<file path="src/rtl/mem_access_sequencer_pkg.sv">
// ---------------------------------------------------------------------------
// mem_access_sequencer_pkg
//   Shared types for the memory-transaction sequencer: the memory operation
//   encoding driven by the control FSM, the sequencer state encoding, and
//   small decode helpers for the operation field.
// ---------------------------------------------------------------------------
package mem_access_sequencer_pkg;

   // Memory operation requested by the control FSM.
   typedef enum logic [1:0] {
      memop_rd  = 2'd0,   // direct read
      memop_wr  = 2'd1,   // direct write
      memop_rdi = 2'd2,   // read through a pointer held in memory
      memop_wri = 2'd3    // write through a pointer held in memory
   } lc3b_memop;

   // Sequencer phases.
   typedef enum logic [1:0] {
      ST_IDLE = 2'd0,     // waiting for a request
      ST_PTR  = 2'd1,     // reading the indirect pointer
      ST_ACC  = 2'd2,     // final read or write
      ST_DONE = 2'd3      // one-cycle response
   } seq_state_e;

   function automatic logic op_is_indirect(input lc3b_memop op);
      return (op == memop_rdi) || (op == memop_wri);
   endfunction

   function automatic logic op_is_write(input lc3b_memop op);
      return (op == memop_wr) || (op == memop_wri);
   endfunction

endpackage

</file>
<file path="src/rtl/mem_access_sequencer_lane_align.sv">
// ---------------------------------------------------------------------------
// mem_lane_align
//   Purely combinational byte-lane helper shared by the write and read paths.
//   Ports:
//     lane       in   byte lane (low address bits) of the access
//     byte_mode  in   1 = byte access, 0 = full word
//     sext       in   byte reads: 1 = sign-extend, 0 = zero-extend
//     wdata_in   in   store data (low byte used for byte stores)
//     wdata_out  out  store data with the low byte replicated into every lane
//     byte_en    out  write lane mask: one-hot for bytes, all-ones for words
//     rdata_in   in   raw memory word
//     rdata_out  out  selected lane extended to WIDTH, or the raw word
// ---------------------------------------------------------------------------
module mem_lane_align #(
   parameter int WIDTH = 16
) (
   input  logic [$clog2(WIDTH/8)-1:0] lane,
   input  logic                       byte_mode,
   input  logic                       sext,
   input  logic [WIDTH-1:0]           wdata_in,
   output logic [WIDTH-1:0]           wdata_out,
   output logic [WIDTH/8-1:0]         byte_en,
   input  logic [WIDTH-1:0]           rdata_in,
   output logic [WIDTH-1:0]           rdata_out
);

   localparam int LANES = WIDTH / 8;

   logic [7:0] sel_byte;

   always_comb begin
      sel_byte = rdata_in[{lane, 3'b000} +: 8];
      if (byte_mode) begin
         // Replicating the byte lets memory pick it up from any lane.
         wdata_out = {LANES{wdata_in[7:0]}};
         byte_en   = LANES'(1) << lane;
         rdata_out = {{(WIDTH-8){sext & sel_byte[7]}}, sel_byte};
      end else begin
         wdata_out = wdata_in;
         byte_en   = '1;
         rdata_out = rdata_in;
      end
   end

endmodule

</file>
<file path="src/rtl/mem_access_sequencer.sv">
// ---------------------------------------------------------------------------
// mem_access_sequencer
//   Runs one memory transaction per request from the control FSM: word/byte
//   read or write, direct or through one level of pointer indirection.
//   Handles lane alignment, misalignment errors and a per-phase wait timeout.
//
//   Handshake: a request is taken on a rising edge where req_valid=1 and
//   req_ready=1 (IDLE only); req_valid at any other time is ignored and not
//   queued. rsp_valid is a single-cycle pulse with rsp_err; rsp_rdata holds
//   its value until the next response. A memory strobe stays high with stable
//   address/data until the cycle in which mem_resp=1, and is low afterwards.
//
//   Ports:
//     clk, rst_n                clock, asynchronous active-low reset
//     req_valid/req_ready       request handshake
//     req_op/byte/sext/addr/wdata  request fields
//     rsp_valid/rsp_rdata/rsp_err  response
//     mem_address/read/write/wdata/byte_enable  memory request side
//     mem_rdata/mem_resp        memory completion side
// ---------------------------------------------------------------------------
module mem_access_sequencer
   import mem_access_sequencer_pkg::*;
#(
   parameter int WIDTH   = 16,
   parameter int TIMEOUT = 255
) (
   input  logic               clk,
   input  logic               rst_n,
   input  logic               req_valid,
   output logic               req_ready,
   input  logic [1:0]         req_op,
   input  logic               req_byte,
   input  logic               req_sext,
   input  logic [WIDTH-1:0]   req_addr,
   input  logic [WIDTH-1:0]   req_wdata,
   output logic               rsp_valid,
   output logic [WIDTH-1:0]   rsp_rdata,
   output logic               rsp_err,
   output logic [WIDTH-1:0]   mem_address,
   output logic               mem_read,
   output logic               mem_write,
   output logic [WIDTH-1:0]   mem_wdata,
   output logic [WIDTH/8-1:0] mem_byte_enable,
   input  logic [WIDTH-1:0]   mem_rdata,
   input  logic               mem_resp
);

   localparam int LSB = $clog2(WIDTH / 8);
   // TIMEOUT=0 still needs a one-bit counter to keep the logic well formed.
   localparam int CW  = (TIMEOUT == 0) ? 1 : $clog2(TIMEOUT + 1);
   localparam logic [CW-1:0] CNT_MAX  = '1;
   localparam logic [CW-1:0] CNT_LAST = CW'(TIMEOUT - 1);

   seq_state_e      state_q, state_d;
   lc3b_memop       op_q, op_d;
   logic            byte_q, byte_d;
   logic            sext_q, sext_d;
   logic [WIDTH-1:0] addr_q, addr_d;
   logic [WIDTH-1:0] wdata_q, wdata_d;
   logic [WIDTH-1:0] ptr_q, ptr_d;
   logic [WIDTH-1:0] rdata_q, rdata_d;
   logic            err_q, err_d;
   logic [CW-1:0]   wait_cnt_q, wait_cnt_d;

   logic [WIDTH-1:0]   eff_addr;
   logic               misaligned;
   logic               timeout_hit;
   logic [WIDTH-1:0]   align_wdata;
   logic [WIDTH/8-1:0] align_be;
   logic [WIDTH-1:0]   align_rdata;

   // Address of the current phase: the pointer read always uses the latched
   // address; the final access goes through the fetched pointer if indirect.
   always_comb begin
      eff_addr = addr_q;
      if (state_q == ST_ACC && op_is_indirect(op_q)) begin
         eff_addr = ptr_q;
      end
      // Pointer reads are always full words, so only ACC honours byte mode.
      misaligned  = ((state_q == ST_PTR) || !byte_q) && (eff_addr[LSB-1:0] != '0);
      timeout_hit = (TIMEOUT != 0) && (wait_cnt_q == CNT_LAST) && !mem_resp;
   end

   mem_lane_align #(
      .WIDTH(WIDTH)
   ) u_lane_align (
      .lane      (eff_addr[LSB-1:0]),
      .byte_mode (byte_q),
      .sext      (sext_q),
      .wdata_in  (wdata_q),
      .wdata_out (align_wdata),
      .byte_en   (align_be),
      .rdata_in  (mem_rdata),
      .rdata_out (align_rdata)
   );

   // State and datapath registers.
   always_ff @(posedge clk or negedge rst_n) begin
      if (!rst_n) begin
         state_q    <= ST_IDLE;
         op_q       <= memop_rd;
         byte_q     <= 1'b0;
         sext_q     <= 1'b0;
         addr_q     <= '0;
         wdata_q    <= '0;
         ptr_q      <= '0;
         rdata_q    <= '0;
         err_q      <= 1'b0;
         wait_cnt_q <= '0;
      end else begin
         state_q    <= state_d;
         op_q       <= op_d;
         byte_q     <= byte_d;
         sext_q     <= sext_d;
         addr_q     <= addr_d;
         wdata_q    <= wdata_d;
         ptr_q      <= ptr_d;
         rdata_q    <= rdata_d;
         err_q      <= err_d;
         wait_cnt_q <= wait_cnt_d;
      end
   end

   // Next-state and datapath update.
   always_comb begin
      state_d    = state_q;
      op_d       = op_q;
      byte_d     = byte_q;
      sext_d     = sext_q;
      addr_d     = addr_q;
      wdata_d    = wdata_q;
      ptr_d      = ptr_q;
      rdata_d    = rdata_q;
      err_d      = err_q;
      wait_cnt_d = wait_cnt_q;
      case (state_q)
         ST_IDLE: begin
            if (req_valid) begin
               op_d       = lc3b_memop'(req_op);
               byte_d     = req_byte;
               sext_d     = req_sext;
               addr_d     = req_addr;
               wdata_d    = req_wdata;
               err_d      = 1'b0;
               wait_cnt_d = '0;
               state_d    = op_is_indirect(lc3b_memop'(req_op)) ? ST_PTR : ST_ACC;
            end
         end
         ST_PTR, ST_ACC: begin
            if (misaligned) begin
               // No strobe is issued for a misaligned phase; fail straight away.
               err_d   = 1'b1;
               rdata_d = '0;
               state_d = ST_DONE;
            end else if (mem_resp) begin
               // A response on the last allowed cycle still counts.
               wait_cnt_d = '0;
               if (state_q == ST_PTR) begin
                  ptr_d   = mem_rdata;
                  state_d = ST_ACC;
               end else begin
                  rdata_d = op_is_write(op_q) ? '0 : align_rdata;
                  state_d = ST_DONE;
               end
            end else if (timeout_hit) begin
               err_d   = 1'b1;
               rdata_d = '0;
               state_d = ST_DONE;
            end else if (wait_cnt_q != CNT_MAX) begin
               wait_cnt_d = wait_cnt_q + 1'b1;
            end
         end
         ST_DONE: begin
            state_d = ST_IDLE;
         end
         default: begin
            state_d = ST_IDLE;
         end
      endcase
   end

   // Outputs decoded from the current state.
   always_comb begin
      req_ready       = (state_q == ST_IDLE);
      rsp_valid       = (state_q == ST_DONE);
      rsp_err         = (state_q == ST_DONE) && err_q;
      rsp_rdata       = rdata_q;
      mem_address     = eff_addr;
      mem_wdata       = align_wdata;
      mem_read        = 1'b0;
      mem_write       = 1'b0;
      mem_byte_enable = '1;
      if (!misaligned) begin
         if (state_q == ST_PTR) begin
            mem_read = 1'b1;
         end else if (state_q == ST_ACC) begin
            mem_read  = !op_is_write(op_q);
            mem_write = op_is_write(op_q);
         end
      end
      if (state_q == ST_ACC && op_is_write(op_q)) begin
         mem_byte_enable = align_be;
      end
   end

endmodule
</file>
<file path="config.mk">
export PLATFORM = sky130hd
export DESIGN_NAME = mem_access_sequencer
export DESIGN_NICKNAME = d
export VERILOG_FILES = /design/src/rtl/mem_access_sequencer_pkg.sv /design/src/rtl/mem_access_sequencer_lane_align.sv /design/src/rtl/mem_access_sequencer.sv
export SDC_FILE = /design/constraint.sdc
export NUM_CORES = 1
export LEC_CHECK = 0
export BUFFER_PORTS_ARGS = -buffer_cell sky130_fd_sc_hd__buf_2
export CELL_PAD_IN_SITES_DETAIL_PLACEMENT = 2
export CELL_PAD_IN_SITES_GLOBAL_PLACEMENT = 2
export CORE_MARGIN = 5
export CORE_UTILIZATION = 30
export CTS_CLUSTER_DIAMETER = 150
export DETAILED_ROUTE_END_ITERATION = 7
export GPL_TIMING_DRIVEN = 0
export HOLD_SLACK_MARGIN = 0.1
export PLACE_DENSITY_LB_ADDON = 0.1
export SYNTH_ARGS = -nofsm -noshare
export SYNTH_HDL_FRONTEND = slang
export SYNTH_SLANG_ARGS = --single-unit
export TNS_END_PERCENT = 5
</file>
<file path="constraint.sdc">
create_clock -name clk -period 2.04 [get_ports clk]
set_input_delay 0.51 -clock clk [delete_from_list [all_inputs] [get_ports clk]]
set_output_delay 0.51 -clock clk [all_outputs]
set_load 0.01 [all_outputs]
</file>
==> impl_metrics.json, run 1 <==
{
  "cp-start-kind": "register",
  "hpwl_um": 9010,
  "relSlewSlack_pct": 53.8,
  "mostFrequentLayoutCells": "97 x buf_2, 78 x dfrtp_1, 67 x mux2_2",
  "start_util_pct": 30.7,
  "diodes": 0,
  "viasPerCell": 4.80,
  "r2r_start": "state_q[1]$_DFFE_PN0P_",
  "cts_inserted_buffers": 9,
  "final_hold_viol_count": 0,
  "ir_worst_vdd_uv": 678,
  "leakagePower_nw": 2.59,
  "numPortBuffers": 110,
  "min_period_ns": 2.23,
  "clock_path_buffers": 2,
  "place_congestion": 0.778,
  "htree_levels": 3,
  "coreArea_um2": 12700,
  "reg2reg_depth": 7,
  "synth_edf_count": 0,
  "syn-num-nets": 385,
  "fp.dieW_um": 124,
  "ff2ff_setup_slack_ns": -0.04,
  "grt_pass1_wl_um": 18700,
  "drt_iter0_drc": 96,
  "first_pass_iters": 4,
  "synthArstFlopShare_pct": 100,
  "clk_latency_ns": 0.34,
  "overflow": 0,
  "root_buffer": "clkbuf_16",
  "worstSetupPathType": "register to output pin",
  "antenna_found_initial": 0,
  "fillCellCount": 1351,
  "p_per_area_nw_per_um2": 1720,
  "io_pins": 111,
  "track_usage_pct": 16.3,
  "drive_above_1_share_pct": 56.7,
  "synthFlopType": "dfrtp_1",
  "syn_inst": 323,
  "crit_arrival_ns": 1.72,
  "syn_to_final_growth_pct": 39.4,
  "die_h_um": 124,
  "crit_start": "state_q[1]$_DFFE_PN0P_",
  "rows": 41,
  "cts_sinks": 79,
  "clk_pin_slew_ns": 0.06,
  "ant_nets": 0,
  "grt_setup_unrepaired": "yes",
  "worst_pin_slew_ns": 0.693,
  "synth_seq_cells": 79,
  "grt_pass1_vias": 3341,
  "setup_viol": 27,
  "placed_cells": 606,
  "grt_max_degree": 63,
  "vias": 3044,
  "dpl_worst_slack_ns": -0.549,
  "fin_crit_sh_pct": 109,
  "seq_area_frac_synth_pct": 50.5,
  "stdcell_count": 634,
  "dieArea_um2": 15400,
  "worstPathRequired_ns": 1.53,
  "nets": 519,
  "yosys_warnings": 0,
  "hold_class": "input port to register",
  "cp_max_fo": 6,
  "wl_um": 12400,
  "skew_ns": 0.00514,
  "violations": "negative setup slack",
  "final_common_cell": "buf_2",
  "cts_tree": "built",
  "drv_slew": 0,
  "r2r_end": "wait_cnt_q[7]$_DFFE_PN0P_",
  "clock.fmax_ghz": 0.449,
  "cap_violations": 0,
  "syn_area_um2": 3910,
  "drc": 0,
  "timing.setup.tns_ns": -3.24,
  "setup_slack_ns": -0.190,
  "whs_ns": 0.394,
  "endpoint": "mem_address[7]",
  "synthDistinctLibCells": 44,
  "wl_per_cell_um": 19.5,
  "syn_avg_cell_area_um2": 12.1,
  "status": "finished with violations",
  "end_kind": "output pin"
}
timing repair:
action	CTS	global route
endpoints found under the hold margin	17	0
cloned	1	0
gates resized for setup	48	27
hold buffers	1	0
buffers inserted	10	2
setup endpoints to repair	81	84
pin swaps	4	6
worst min-delay path by stage:
| stage | from | end | cells after the start |
|---|---|---|---|
| detailed placement | rst_n | rsp_rdata[11]$_DFFE_PN0P_ | 1 |
| global route | req_wdata[14] | wdata_q[14]$_DFFE_PN0P_ | 2 |
| finish | req_wdata[5] | wdata_q[5]$_DFFE_PN0P_ | 2 |
| CTS | req_wdata[15] | wdata_q[15]$_DFFE_PN0P_ | 2 |
| floorplan | rst_n | addr_q[0]$_DFFE_PN0P_ | 0 |
| global placement | rsp_rdata[6]$_DFFE_PN0P_ | rsp_rdata[6]$_DFFE_PN0P_ | 2 |
cell families (layout without fill, tap and decap cells):
| group | after synthesis | in the layout | synth area share, % |
|---|---|---|---|
| mux | 88 | 88 | 25.0 |
| compound gates | 49 | 49 | 9.15 |
| buf+inv | 31 | 170 | 4.35 |
| fa+ha+maj | 6 | 6 | 1.92 |
| flops | 79 | 79 | 50.5 |
| simple gates | 70 | 70 | 9.08 |
cell usage after synthesis, types with 4 or more instances:
cell / n / share of area [%]
dfrtp_1: 79 / 51
mux2_2: 74 / 21
nand2_1: 29 / 2.8
o31ai_1: 17 / 3.3
nor2_1: 15 / 1.4
mux2i_1: 12 / 3.1
buf_4: 9 / 1.7
clkbuf_1: 9 / 0.86
a21oi_1: 7 / 0.90
ha_1: 6 / 1.9
inv_1: 6 / 0.58
o21ai_0: 5 / 0.64
o22a_1: 5 / 1.1
buf_2: 4 / 0.51
nand4_1: 4 / 0.64
metal layers:
metal  track usage (%)  vias up  wire (um)  part of all wire, %
met2              28.2       74       6300                   51
met3              3.68       10        626                  5.1
met5                 0        -          0                    0
met1              20.0     1537       5300                   43
met4              5.13        0        161                  1.3
li1                  -     1423          -                    -
metrics by stage:
step           utilization [%]  total power (W)  area (um2)
2_1_floorplan                -          0.00530        3920
3_3_place_gp              36.8          0.00661        4680
5_1_grt                   42.9           0.0100        5450
4_1_cts                   42.0          0.00925        5340
3_5_place_dp              37.0          0.00677        4710
6_report                  42.9          0.00938        5450
state kept, by name, summed over array words and instances, names as in the netlist:
name and cells:
addr_q 16, byte_q 1, err_q 1, op_q 2, ptr_q 16, rsp_rdata 16, sext_q 1, state_q 2
wait_cnt_q 8, wdata_q 16
layout make-up:
type / instances / area (um2) / area share (%)
Clock buffer: 12 / 267 / 4.89
Inverter: 7 / 26.3 / 0.482
Tap cell: 172 / 215 / 3.95
Clock inverter: 4 / 51.3 / 0.941
Buffer: 23 / 193 / 3.53
Sequential cell: 79 / 1980 / 36.3
Timing Repair Buffer: 124 / 781 / 14.3
Multi-Input combinational cell: 213 / 1940 / 35.6
critical path, stage by stage, from the launching register on:
cell      delay [ns]
dfrtp_2         0.44
ha_4            0.21
nand2_8         0.09
clkbuf_8        0.16
mux2_2          0.32
buf_2           0.14
power by group:
part	internal (W)	switching (W)	leakage [nW]
logic	0.00260	0.00237	1.45
registers	0.00226	0.000435	0.980
clock network	0.00105	0.000674	0.155
total	0.00590	0.00348	2.59
No activity file was read; power rests on OpenSTA's default activity.
==> inputs of run 2 (changes only) <==
--- a/config.mk
+++ b/config.mk
@@ -5,11 +5,12 @@
 export SDC_FILE = /design/constraint.sdc
 export NUM_CORES = 1
 export LEC_CHECK = 0
+export ABC_AREA = 1
 export BUFFER_PORTS_ARGS = -buffer_cell sky130_fd_sc_hd__buf_2
 export CELL_PAD_IN_SITES_DETAIL_PLACEMENT = 2
 export CELL_PAD_IN_SITES_GLOBAL_PLACEMENT = 2
 export CORE_MARGIN = 5
-export CORE_UTILIZATION = 30
+export CORE_UTILIZATION = 27
 export CTS_CLUSTER_DIAMETER = 150
 export DETAILED_ROUTE_END_ITERATION = 7
 export GPL_TIMING_DRIVEN = 0
==> impl_metrics.json, run 2 <==
{
  "wl_um": 14100,
  "leakagePower_nw": 3.13,
  "cts_inserted_buffers": 9,
  "yosysMostFrequentCell": "nand2_1",
  "synth_top_area_share_pct": 47.7,
  "synth_compound_area_share_pct": 5.61,
  "hold_class": "input port to register",
  "cp-start-kind": "register",
  "clk_latency_ns": 0.34,
  "fin_util_pct": 37.7,
  "place_congestion": 0.763,
  "worstSetupPathType": "register to output pin",
  "synth_edf_count": 0,
  "drc": 0,
  "post_dp_cell_area_um2": 4960,
  "syn_avg_cell_area_um2": 7.88,
  "track_usage_pct": 16.1,
  "syn_inst": 526,
  "htree_levels": 3,
  "cp_max_fo": 3,
  "fin_crit_sh_pct": 111,
  "skew_ns": 0.00792,
  "drive_above_1_share_pct": 32.8,
  "cts_sinks": 79,
  "fin_area_um2": 5710,
  "worst_pin_slew_ns": 0.513,
  "synthSimpleGateAreaFrac_pct": 33.0,
  "synth_area_leaders": "dfrtp_1 48%, nand2_1 23%, mux2_2 4.1%",
  "grt_pass1_wl_um": 22800,
  "whs_ns": 0.360,
  "status": "finished with violations",
  "yosysTopAreaCell": "dfrtp_1",
  "setup_slack_ns": -0.232,
  "ant_nets": 0,
  "busiest_layer": "met2",
  "final_hold_viol_count": 0,
  "met2_usage_pct": 26.9,
  "syn-num-nets": 588,
  "cap_violations": 0,
  "crit_arrival_ns": 1.76,
  "worstPathCellList": "inv_2 -> ha_4 -> buf_4 -> buf_4 -> a21oi_1 -> nor2_2 -> buf_2",
  "synthTopCellsByCount": "250 x nand2_1, 79 x dfrtp_1, 35 x inv_1",
  "die_h_um": 134,
  "critPathMaxStageDelay_ns": 0.42,
  "synth_top_family_by_area": "simple AND/OR/NAND/NOR gates",
  "crit_family": "buffers and inverters",
  "synth_seq_cells": 79,
  "io_pins": 111,
  "violations": "negative setup slack",
  "rows": 45,
  "worstPathRequired_ns": 1.53,
  "relSlewSlack_pct": 65.8,
  "hpwl_um": 10400,
  "root_buffer": "clkbuf_16",
  "min_period_ns": 2.27,
  "syn_to_final_growth_pct": 37.7,
  "viasPerCell": 4.58,
  "cpMaxStageDelayCell": "dfrtp_1",
  "drv_slew": 0,
  "dieArea_um2": 17900,
  "r2r_start": "state_q[0]$_DFFE_PN0P_",
  "clock_path_buffers": 2,
  "clock.fmax_ghz": 0.440,
  "nets": 724,
  "p_per_area_nw_per_um2": 1630,
  "crit_buf_inv": 4,
  "drt_iter0_drc": 116,
  "yosys_warnings": 0,
  "seq_area_frac_synth_pct": 47.7,
  "synth_fa_ha_area_share_pct": 1.81,
  "final_common_cell": "nand2_1",
  "coreArea_um2": 15100,
  "cts_tree": "built",
  "grt_setup_unrepaired": "yes",
  "synthFlopType": "dfrtp_1",
  "overflow": 0,
  "wl_per_cell_um": 16.4,
  "crit_top_cell": "buf_4",
  "grt_max_degree": 59,
  "synth_xor_area_share_pct": 0,
  "fp.dieW_um": 134,
  "hold_path_startpoint": "req_addr[5]",
  "start_util_pct": 27.4,
  "first_pass_iters": 4,
  "timing.setup.tns_ns": -4.03,
  "crit_start": "state_q[0]$_DFFE_PN0P_",
  "grtUsageMet3_pct": 4.01,
  "ir_worst_vdd_uv": 479,
  "clk_pin_slew_ns": 0.07,
  "antenna_found_initial": 2,
  "end_kind": "output pin",
  "syn_area_um2": 4150,
  "synthArstFlopShare_pct": 100,
  "setup_viol": 20,
  "vias": 3922,
  "use_met1_pct": 20.8,
  "numPortBuffers": 110,
  "grt_pass1_vias": 4354,
  "synthDistinctLibCells": 29,
  "mostFrequentLayoutCells": "247 x nand2_1, 100 x buf_2, 78 x dfrtp_1",
  "dpl_worst_slack_ns": -0.421,
  "synthMuxAreaShare_pct": 4.07
}
run 2: cell count changes in the layout (fill, tap and decap cells not counted), sizes merged, moves of 12 or more:
cell / before / now
nand2: 29 / 258
mux2: 76 / 15
inv: 8 / 38
o21ai: 7 / 34
o31ai: 17 / 0
mux2i: 12 / 0
run 2: report_power, final:
part | total, W | internal, W | switching (W) | leakage, nW
logic | 0.00484 | 0.00213 | 0.00271 | 1.96
clock network | 0.00178 | 0.00111 | 0.000676 | 0.156
registers | 0.00266 | 0.00221 | 0.000459 | 1.01
run 2: cell type report:
class,count,area [um2]
fillers,1745,9440
flip-flops and latches,79,1980
repair buffers,126,817
clock buffers,11,243
well taps,188,235
clock inverters,5,81.3
multi-input cells,379,2010
plain buffers,29,191
diodes,1,2.50
inverters,38,148
run 2: final timing paths:
check | to | slack [ns] | cells after the start
max | mem_read | -0.23 | 7
min | addr_q[5]$_DFFE_PN0P_ | 0.36 | 3
max reg2reg | rsp_rdata[5]$_DFFE_PN0P_ | 0.03 | 11
min reg2reg | rsp_rdata[2]$_DFFE_PN0P_ | 0.47 | 2
max in group asynchronous | ptr_q[12]$_DFFE_PN0P_ | 0.83 | 3
min in group asynchronous | wait_cnt_q[5]$_DFFE_PN0P_ | 0.60 | 2
run 2: worst min-delay path, delay by kind of cell:
family	cells	cell delay, ns
and+or+nand+nor	2	0.09
buffers and inverters	1	0.07
run 2: logic make-up after synthesis:
kind of cell,count (synthesis)
and+or+nand+nor,318
DFF,79
buffers and inverters,68
AOI/OAI and AO/OA,40
muxes,15
adders and majority gates,6
run 2: repair_timing:
| item | 4_1_cts | 5_1_grt |
|---|---|---|
| gates cloned | 1 | 0 |
| setup endpoints to repair | 64 | 51 |
| gates resized for setup | 58 | 18 |
| endpoints found under the hold margin | 21 | 0 |
| hold buffers | 1 | 0 |
| pin swaps | 5 | 0 |
| setup buffers | 11 | 2 |
run 2: per-layer routing:
metal	share of wire, %	vias up
met5	0.050	-
met4	0.83	2
met3	4.1	10
met2	49	70
met1	46	1932
li1	-	1908
run 2: metrics by stage:
step	instances	total power (W)
final	856	0.00929
after global routing	856	0.0100
after CTS	853	0.00926
after detailed placement	825	0.00669
after global placement	824	0.00655
after floorplan	526	0.00522
==> inputs of run 3 (changes only) <==
--- a/config.mk
+++ b/config.mk
@@ -9,8 +9,9 @@
 export BUFFER_PORTS_ARGS = -buffer_cell sky130_fd_sc_hd__buf_2
 export CELL_PAD_IN_SITES_DETAIL_PLACEMENT = 2
 export CELL_PAD_IN_SITES_GLOBAL_PLACEMENT = 2
-export CORE_MARGIN = 5
+export CORE_MARGIN = 2
 export CORE_UTILIZATION = 27
+export CTS_BUF_LIST = sky130_fd_sc_hd__clkbuf_8 sky130_fd_sc_hd__clkbuf_16
 export CTS_CLUSTER_DIAMETER = 150
 export DETAILED_ROUTE_END_ITERATION = 7
 export GPL_TIMING_DRIVEN = 0
==> impl_metrics.json, run 3 (same netlist as run 2, synthesis figures left out) <==
{
  "io_pins": 111,
  "antenna_found_initial": 0,
  "grt_setup_unrepaired": "yes",
  "drv_slew": 0,
  "hold_class": "input port to register",
  "clock.fmax_ghz": 0.438,
  "busiest_layer": "met2",
  "final_common_cell": "nand2_1",
  "grt_max_degree": 59,
  "grt_pass1_wl_um": 22400,
  "fillCellCount": 1749,
  "worstPathCellList": "inv_2 -> ha_4 -> nand2_8 -> buf_8 -> mux2_4 -> buf_6",
  "vias": 3869,
  "skew_ns": 0.00443,
  "viasPerCell": 4.54,
  "cts_sinks": 79,
  "critPathMaxStageDelay_ns": 0.45,
  "numPortBuffers": 110,
  "cp-start-kind": "register",
  "crit_family": "flip-flops",
  "clk_pin_slew_ns": 0.06,
  "grt_pass1_vias": 4297,
  "use_met1_pct": 23.2,
  "fin_crit_sh_pct": 112,
  "setup_viol": 20,
  "die_h_um": 128,
  "clock_path_buffers": 2,
  "reg2reg_depth": 11,
  "first_pass_iters": 4,
  "cts_tree": "built",
  "dpl_worst_slack_ns": -0.459,
  "drc": 0,
  "ff2ff_setup_slack_ns": 0.10,
  "htree_levels": 3,
  "met2_usage_pct": 29.2,
  "hold_path_startpoint": "req_addr[6]",
  "relSlewSlack_pct": 66.4,
  "setup_slack_ns": -0.242,
  "min_period_ns": 2.28,
  "cp_max_fo": 5,
  "coreArea_um2": 15100,
  "placed_cells": 825,
  "status": "finished with violations",
  "leakagePower_nw": 3.08,
  "p_per_area_nw_per_um2": 1600,
  "drive_above_1_share_pct": 32.8,
  "ir_worst_vdd_uv": 554,
  "syn_to_final_growth_pct": 36.4,
  "whs_ns": 0.356,
  "multi_input_area_um2": 1980,
  "worstSetupPathType": "register to output pin",
  "start_util_pct": 27.5,
  "clk_latency_ns": 0.34,
  "wl_um": 13700,
  "overflow": 0,
  "hpwl_um": 10100,
  "mostFrequentLayoutCells": "247 x nand2_1, 98 x buf_2, 77 x dfrtp_1",
  "crit_arrival_ns": 1.77,
  "dieArea_um2": 16400,
  "fp.dieW_um": 128,
  "worstPathRequired_ns": 1.53,
  "seq_area_um2": 1980,
  "end_kind": "output pin",
  "r2r_start": "state_q[1]$_DFFE_PN0P_",
  "root_buffer": "clkbuf_16",
  "wl_per_cell_um": 16.1,
  "rows": 45,
  "track_usage_pct": 17.5,
  "ant_nets": 0,
  "nets": 722,
  "r2r_end": "wait_cnt_q[4]$_DFFE_PN0P_",
  "place_congestion": 0.772,
  "worst_pin_slew_ns": 0.504,
  "violations": "negative setup slack",
  "cts_inserted_buffers": 9,
  "fin_util_pct": 37.5,
  "final_hold_viol_count": 0,
  "finalPower_w": 0.00907,
  "stdcell_count": 853,
  "cap_violations": 0,
  "min_to": "addr_q[6]$_DFFE_PN0P_",
  "crit_buf_inv": 3,
  "grtUsageMet3_pct": 3.30,
  "drt_iter0_drc": 92,
  "cpMaxStageDelayCell": "dfrtp_2",
  "diodes": 0,
  "hold_depth": 3
}
[run 3: cell type report]
class | count | share of cell area (%)
sequential | 79 | 35.0
multi-input combinational | 379 | 35.0
clock buffer | 10 | 4.23
clock inverter | 6 | 1.22
timing repair buffer | 124 | 14.3
inverter | 38 | 2.61
tap | 188 | 4.16
buffer | 29 | 3.52
[run 3: routing by layer]
layer / vias up / share of wire, %
li1: 1899 / -
met1: 1887 / 46
met2: 68 / 49
met3: 15 / 3.2
met4: 0 / 1.5
met5: - / 0
[run 3: repair_timing]
action	in CTS	in global routing
pin swaps	4	3
resized for setup	35	35
endpoints found under the setup margin	64	74
setup buffers	9	2
endpoints found under the hold margin	21	0
gates cloned	0	1
hold buffers	1	0
[run 3: how the worst max path moves through the flow]
stage / depth (start not counted) / endpoint / start / slack [ns]
2_1_floorplan: 9 / mem_write / state_q[0]$_DFFE_PN0P_ / 0.01
3_3_place_gp: 10 / mem_write / state_q[0]$_DFFE_PN0P_ / -0.40
3_5_place_dp: 10 / mem_write / state_q[0]$_DFFE_PN0P_ / -0.46
4_1_cts: 8 / mem_write / state_q[1]$_DFFE_PN0P_ / -0.30
5_1_grt: 6 / mem_address[15] / state_q[0]$_DFFE_PN0P_ / -0.30
6_report: 6 / mem_address[15] / state_q[0]$_DFFE_PN0P_ / -0.24
[run 3: per-stage QoR]
stage	TNS (ns)	area, um2
after global placement	-26.11	4930
after CTS	-7.00	5490
after global routing	-5.78	5650
final	-4.47	5650
after detailed placement	-6.21	4960
after floorplan	0	4150
[run 3: report_power, final]
group	switching (W)	total, W	leakage, nW	internal [W]
Clock	0.000700	0.00169	0.149	0.000989
Sequential	0.000465	0.00267	1.01	0.00221
Combinational	0.00265	0.00471	1.92	0.00206
[run 3: tightest hold or removal path: stages]
cell and delay, ns:
buf_2 0.07, nand2_1 0.04, nand2_1 0.04
